File: src/rtl/lbp_code_assembler.sv
// Assembles P thresholded interpolation samples into one LBP code with a valid/ready output.
// Optional build macro LBP_ROUND_EN: round the Q8.16 sample to nearest instead of truncating.
module lbp_code_assembler #(
  parameter int unsigned P      = 8,
  parameter int unsigned DATA_W = 24,
  parameter int unsigned FRAC_W = 16
) (
  input  logic              clk,
  input  logic              rst,
  input  logic              in_valid,
  output logic              in_ready,
  input  logic [DATA_W-1:0] in_data,
  input  logic              in_first,
  input  logic [7:0]        center_i,
  output logic [P-1:0]      code_o,
  output logic [7:0]        center_o,
  output logic              valid_o,
  input  logic              ready_i,
  output logic              drop_o
);

  localparam int unsigned CNT_W = (P > 1) ? $clog2(P) : 1;
  localparam int unsigned S_W   = DATA_W - FRAC_W + 1;

  logic [CNT_W-1:0] r_cnt;
  logic [P-2:0]     r_acc;
  logic [7:0]       r_center;
  logic [P-1:0]     r_code;
  logic [7:0]       r_center_out;
  logic             r_valid;
  logic             r_drop;

  logic [S_W-1:0]   w_s;
  logic [7:0]       w_cmp_center;
  logic             w_bit;
  logic             w_accept;
  logic             w_last;
  logic             w_complete;
  logic             w_unused_frac;

  // Integer part of the sample, one bit wider than the centre so 255.5+ rounds to 256.
`ifdef LBP_ROUND_EN
  logic [DATA_W:0] w_sum;
  assign w_sum         = {1'b0, in_data} + (DATA_W+1)'(1 << (FRAC_W - 1));
  assign w_s           = w_sum[DATA_W:FRAC_W];
  assign w_unused_frac = ^w_sum[FRAC_W-1:0];
`else
  assign w_s           = {1'b0, in_data[DATA_W-1:FRAC_W]};
  assign w_unused_frac = ^in_data[FRAC_W-1:0];
`endif

  // A group's first sample compares against the centre arriving with it.
  assign w_cmp_center = in_first ? center_i : r_center;
  assign w_bit        = (w_s >= S_W'(w_cmp_center));

  assign w_last     = (r_cnt == CNT_W'(P - 1));
  assign in_ready   = !rst && !(w_last && r_valid && !ready_i);
  assign w_accept   = in_valid && in_ready;
  assign w_complete = w_accept && !in_first && w_last;

  always_ff @(posedge clk) begin
    if (rst) begin
      r_cnt        <= '0;
      r_acc        <= '0;
      r_center     <= '0;
      r_code       <= '0;
      r_center_out <= '0;
      r_valid      <= 1'b0;
      r_drop       <= 1'b0;
    end else begin
      r_drop <= 1'b0;
      if (w_accept) begin
        if (in_first) begin
          r_center <= center_i;
          r_acc    <= (P-1)'(w_bit);
          r_cnt    <= CNT_W'(1);
          r_drop   <= (r_cnt != '0);
        end else if (r_cnt == '0) begin
          r_drop <= 1'b1;
        end else if (w_last) begin
          r_code       <= {w_bit, r_acc};
          r_center_out <= r_center;
          r_cnt        <= '0;
        end else begin
          r_acc[r_cnt] <= w_bit;
          r_cnt        <= r_cnt + CNT_W'(1);
        end
      end
      // A new code may overwrite the one being consumed in the same cycle.
      if (w_complete) begin
        r_valid <= 1'b1;
      end else if (r_valid && ready_i) begin
        r_valid <= 1'b0;
      end
    end
  end

  assign code_o   = r_code;
  assign center_o = r_center_out;
  assign valid_o  = r_valid;
  assign drop_o   = r_drop;

endmodule

File: config.mk
export PLATFORM = sky130hd
export DESIGN_NAME = lbp_code_assembler
export DESIGN_NICKNAME = d
export VERILOG_FILES = /design/src/rtl/lbp_code_assembler.sv
export SDC_FILE = /design/constraint.sdc
export NUM_CORES = 1
export LEC_CHECK = 0
export ABC_CLOCK_PERIOD_IN_PS = 2500
export BUFFER_PORTS_ARGS = -buffer_cell sky130_fd_sc_hd__buf_2
export CELL_PAD_IN_SITES_DETAIL_PLACEMENT = 1
export CELL_PAD_IN_SITES_GLOBAL_PLACEMENT = 2
export CORE_ASPECT_RATIO = 0.8
export CORE_MARGIN = 4
export CORE_UTILIZATION = 31
export CTS_BUF_LIST = sky130_fd_sc_hd__clkbuf_8
export CTS_CLUSTER_SIZE = 40
export DETAILED_ROUTE_END_ITERATION = 6
export GPL_ROUTABILITY_DRIVEN = 1
export GPL_TIMING_DRIVEN = 0
export MAX_ROUTING_LAYER = met4
export PLACE_DENSITY_LB_ADDON = 0.1
export SLEW_MARGIN = 5
export SYNTH_ARGS = -nofsm -noshare
export SYNTH_HDL_FRONTEND = slang
export SYNTH_SLANG_ARGS = --single-unit
File: constraint.sdc
create_clock -name clk -period 2.5 [get_ports clk]
set_input_delay 0.375 -clock clk [delete_from_list [all_inputs] [get_ports clk]]
set_output_delay 0.375 -clock clk [all_outputs]
set_load 0.05 [all_outputs]
# [Yosys cells after proc, flatten, opt, wreduce, memory -nomap -nowiden]
# Index checks and enable logic that the tools add are counted.
[totals] regBits=36 inputBits=37 output_inout_bits=19 elab_cells=50
[op_classes] n_addsub=1 magnitude_cmp=3 n_eq_ne=3 muxes=14 bitwise_logic=3 n_reduce_logical=19
[op_table] operator="7-bit two-way mux" n=3
[op_table] operator="3-bit two-way mux" n=3
[op_table] operator="8-bit >= comparator" n=1
[op_table] operator="1-bit logical AND" n=8
[op_table] operator="8-bit two-way mux" n=1
[op_table] operator="7-bit bitwise mux" n=1
[op_table] operator="1-bit two-way mux" n=5
[op_table] operator="1-bit zero test" n=4
[op_table] operator="3-bit by 4-bit less-than comparator with 1-bit output (second input constant)" n=1
[op_table] operator="2-bit != test (second input constant)" n=2
[op_table] operator="4-bit AND reduction" n=1
[op_table] operator="3-bit by 1-bit adder with 3-bit output (second input constant)" n=1
[op_table] operator="1-bit demux with 3-bit select" n=1
[op_table] operator="3-bit equality test (second input constant)" n=1
[op_table] operator="3-bit by 1-bit >= comparator with 1-bit output (second input constant)" n=1
[op_table] operator="3-bit zero test" n=1
[op_table] operator="1-bit NOT" n=3
[op_table] operator="3-bit AND reduction" n=1
[op_table] operator="3-bit nonzero test" n=1
[op_table] operator="2-bit AND reduction" n=1
[op_table] operator="2-bit nonzero test" n=1
[op_table] operator="2-bit OR reduction" n=1

# [Logic depth before layout (Yosys ltp)]
[logic_depth] word_depth=9 mapped_depth=10

# [Worst setup path after synthesis]
# No wires, ideal clock.
[synth_path] path_kind="reg2reg" start="reg r_cnt[0]" end="reg r_acc[3]" arrival_time_ps=2134 required_ps=2409 slack_ps=276 path_stages_with_launch=11 n_path_buf=1 period_less_slack_ps=2224 path_cell_list="dfxtp_1 inv_1 ha_1 nand2b_1 inv_1 ha_1 or3b_1 buf_6 nor4_4 a21oi_1 a311oi_1"
[synth_via] elab_chain_cells=8 elab_cells_between_ends=19 cone_classes="2 x order compare; 3 x eq/ne; 6 x mux; 8 x reduce/logical"
[synth_lines] item="start, declared" line_no="25" source="logic [CNT_W-1:0] r_cnt;"
[synth_lines] item="start signal, assigned" line_no="86" source="r_cnt <= r_cnt + CNT_W'(1);"
[synth_lines] item="3-bit by 4-bit less-than comparator with 1-bit output (not written as such) / 3-bit by 1-bit >= comparator with 1-bit output (equally long branches)" line_no="85" source="r_acc[r_cnt] <= w_bit;"
[synth_lines] item="1-bit logical AND (not written as such)" line_no="85"
[synth_lines] item="1-bit two-way mux (not written as such)" line_no="85"
[synth_lines] item="1-bit demux with 3-bit select" line_no="85"
[synth_lines] item="7-bit bitwise mux" line_no="85"
[synth_lines] item="7-bit two-way mux" line_no="80" source="end else if (w_last) begin"
[synth_lines] item="7-bit two-way mux" line_no="78" source="end else if (r_cnt == '0) begin"
[synth_lines] item="7-bit two-way mux" line_no="73" source="if (in_first) begin"
[synth_lines] item="end signal, assigned" line_no="75" source="r_acc <= (P-1)'(w_bit);"
[synth_lines] item="end signal, assigned by index" line_no="85"
[synth_lines] item="end, declared" line_no="26" source="logic [P-2:0] r_acc;"
# Several ways; a longest one is shown, not always the timed one. The select of a mux whose other input is x is not followed.
# A chain may end at the register's enable or synchronous reset.

# [Final worst setup path]
[layout_path] start="reg r_cnt[0]" end="reg r_code[6], in the netlist code_o[6]"
[layout_via] elab_chain_cells=7 elab_cells_between_ends=9 cone_classes="1 x eq/ne; 1 x bitwise; 7 x reduce/logical"
[layout_lines] item="3-bit equality test" line_no="56" source="assign w_last = (r_cnt == CNT_W'(P - 1));"
[layout_lines] item="1-bit logical AND (2 in series)" line_no="57" source="assign in_ready = !rst && !(w_last && r_valid && !ready_i);"
[layout_lines] item="1-bit zero test" line_no="57"
[layout_lines] item="1-bit logical AND" line_no="57"
[layout_lines] item="1-bit logical AND" line_no="58" source="assign w_accept = in_valid && in_ready;"
[layout_lines] item="4-bit AND reduction (no source line) *"
[layout_lines] item="end signal, assigned" line_no="81" source="r_code <= {w_bit, r_acc};"
[layout_lines] item="end, declared" line_no="28" source="logic [P-1:0] r_code;"
# Mark *: on every way between the ends. The rest lies on a longest branch, timed or not.

==> reports/qor.yml <==
synth_most_common_cell: "dfxtp_1"
die_width_um: 92.0
fin_crit_ns: 2.36
wl_per_cell_um: 14.6
drt_wl_total_um: 4460
hp-class: "input port to flop"
core-area_um2: 5470
ys_seq_area_share_pct: 41.1
rsz0062_at_grt: "false"
ys_warn_count: 0
overflow: 0
fillCellCount: 656
io_pins: 56
slew_headroom_pct: 63.5
yosysUniqueCellTypes: 35
cp-start-kind: "flop"
slowest_delay_ns: 0.35
synth_edf_count: 0
worst_path_max_delay_cell: "dfxtp_4"
yosysTopAreaCellShare_pct: 41.1
h-tree-depth: 2
clock_sinks: 36
final_layout_size_suffix_gt1_share_pct: 26.9
crit_buf_inv: 4
drt_iter0_drc: 20
place_congestion: 0.782
grt_max_degree: 12
cts_buffer_depth: 2
cp_max_fo: 10
cp_data_required_time_ns: 2.65
clock_latency_ns: 0.28
vias_per_cell: 4.84
path_class: "flop to flop"
post_cts_hold_buffer_count: 0
tightest_slew_ns: 0.548
synthArstFlopShare_pct: 0
maxCapViolations: 0
hold_violations: 0
cts_root_buf: "clkbuf_8"
grt_pass1_wl_um: 7210
setup_viol_count_final: 0
clock.fmax_mhz: 423
die_y_um: 75.2
critical-path-top-delay-family: "buffers and inverters"
endpoint_kind: "flop"
hpwl_um: 3420
fp.dieArea_um2: 6920
finalMaxSlewViolations: 0
finalSetupTns_ns: 0
synth_nets: 226
p_per_area_nw_per_um2: 523
p_leak_nw: 0.930
cts_buffers: 5
dp_worst_setup_slack_ns: -0.0189
ys_ff_latch: 36
syn_area_um2: 1750
diodes: 0
clk_pin_slew_ns: 0.07
drtAntennaViolNets: 0
yosys-top-cells-count: "dfxtp_1, nor2_1, mux2i_1"
finalCritPeriodShare_pct: 94.5
worst_ep_arrival_time_ns: 2.51
row_count: 24
clock_skew_ns: 0.00785
initial_utilization_pct: 32.1
syn_inst: 176
ys_top_cells_by_area: "dfxtp_1, mux2i_1, ha_1, nor2_1, nand3b_1"
peakVddDrop_v: 0.000226
vias: 1476
first_pass_iters: 4
antenna_found_initial: 0
port_buffers: 39
grt_pass1_vias: 1524
cp_cell_sequence: "buf_4, ha_1, ha_1, and3b_1, buf_6, nor4b_2, buf_4, buf_6, mux2i_1, nor2_1"
layout.nets: 276
fin_ws_ns: 0.136
syn2layout_area_growth_pct: 23.7
utilization_pct: 39.7
grt_usage_pct: 13.7
outcome: "completed"
drc: 0
cts_tree: "yes"
postSynthAreaPerCell_um2: 9.95
yosys.area.top_type: "dfxtp_1"
synthFlopType: "dfxtp_1"
[report_power, final]
part           switching (mW)  internal (mW)  leakage [nW]  total (mW)
combinational          0.0824         0.0613         0.587       0.144
sequential            0.00933          0.584         0.293       0.593
clock                   0.206          0.191        0.0507       0.397
total                   0.298          0.836         0.930        1.13
[tightest hold or removal path: stages]
cell	delay (ns)
buf_2	0.10
a21oi_1	0.06
nor2_1	0.08
[final timing paths]
check,to,cells past startpoint,start,slack (ns)
worst min register to register,code_o[0]$_SDFFE_PP0P_,2,code_o[0]$_SDFFE_PP0P_,0.49
worst max-delay path,code_o[6]$_SDFFE_PP0P_,10,r_cnt[0]$_SDFFE_PP0P_,0.14
worst min-delay path,valid_o$_SDFFE_PP0P_,3,in_valid,0.38
worst max register to register,code_o[6]$_SDFFE_PP0P_,10,r_cnt[0]$_SDFFE_PP0P_,0.14
[final cells by class]
class / instances / area, um^2 / share of cell area, %
buffer: 10 / 66.3 / 3.06
sequential: 36 / 728 / 33.6
clock buffer: 5 / 68.8 / 3.18
multi-input combinational: 124 / 942 / 43.5
tap: 78 / 97.6 / 4.50
clock inverter: 3 / 16.3 / 0.751
timing repair buffer: 43 / 225 / 10.4
inverter: 6 / 22.5 / 1.04
[sequential cells by signal, summed over array words and instances, names as in the netlist]
signal	cells
center_o	8
code_o	8
drop_o	1
r_acc	7
r_center	8
r_cnt	3
valid_o	1
[per-stage QoR]
step | instances | hold slack (ns) | area (um^2) | power (mW)
after global placement | 293 | 0.466 | 2040 | 0.741
after detailed placement | 293 | 0.484 | 2040 | 0.748
after global routing | 305 | 0.417 | 2170 | 1.19
final | 305 | 0.385 | 2170 | 1.13
after CTS | 301 | 0.383 | 2130 | 1.14
after floorplan | 176 | 0.464 | 1750 | 0.697
[metal layers]
| layer | global-route usage, % | vias up | share of wire (%) |
|---|---|---|---|
| li1 | - | 736 | - |
| met5 | - | - | 0 |
| met1 | 17.5 | 706 | 48 |
| met3 | 3.70 | 5 | 4.3 |
| met2 | 21.7 | 29 | 47 |
| met4 | 3.46 | 0 | 0.90 |
[cell usage in the layout (no fill, tap or decap), types with 3 or more instances in the layout]
master     n
a211oi_1   4
mux2i_1   22
buf_6      3
a311oi_1   5
inv_1      8
buf_2     41
nor2_1    25
o21ai_1    7
nand3b_1   7
buf_4      5
dfxtp_1   34
nor2b_1    3
o21ai_0    3
a21oi_1    9
clkbuf_1   4
ha_1      13
clkbuf_8   5
[logic make-up (layout without fill, tap and decap cells)]
group | Yosys count | count (layout) | share of synthesized area (%)
simple gates | 53 | 53 | 18.1
fa+ha+maj | 13 | 13 | 9.29
buf+inv | 16 | 67 | 5.07
compound gates | 34 | 34 | 12.6
mux | 24 | 24 | 13.9
flops | 36 | 36 | 41.1
[timing repair]
| action | CTS | global route |
|---|---|---|
| pin swaps | 0 | 5 |
| setup buffers | 0 | 4 |
| resized for setup | 1 | 3 |
| endpoints found under the setup margin | 2 | 8 |
(Power assumes the default switching activity.)
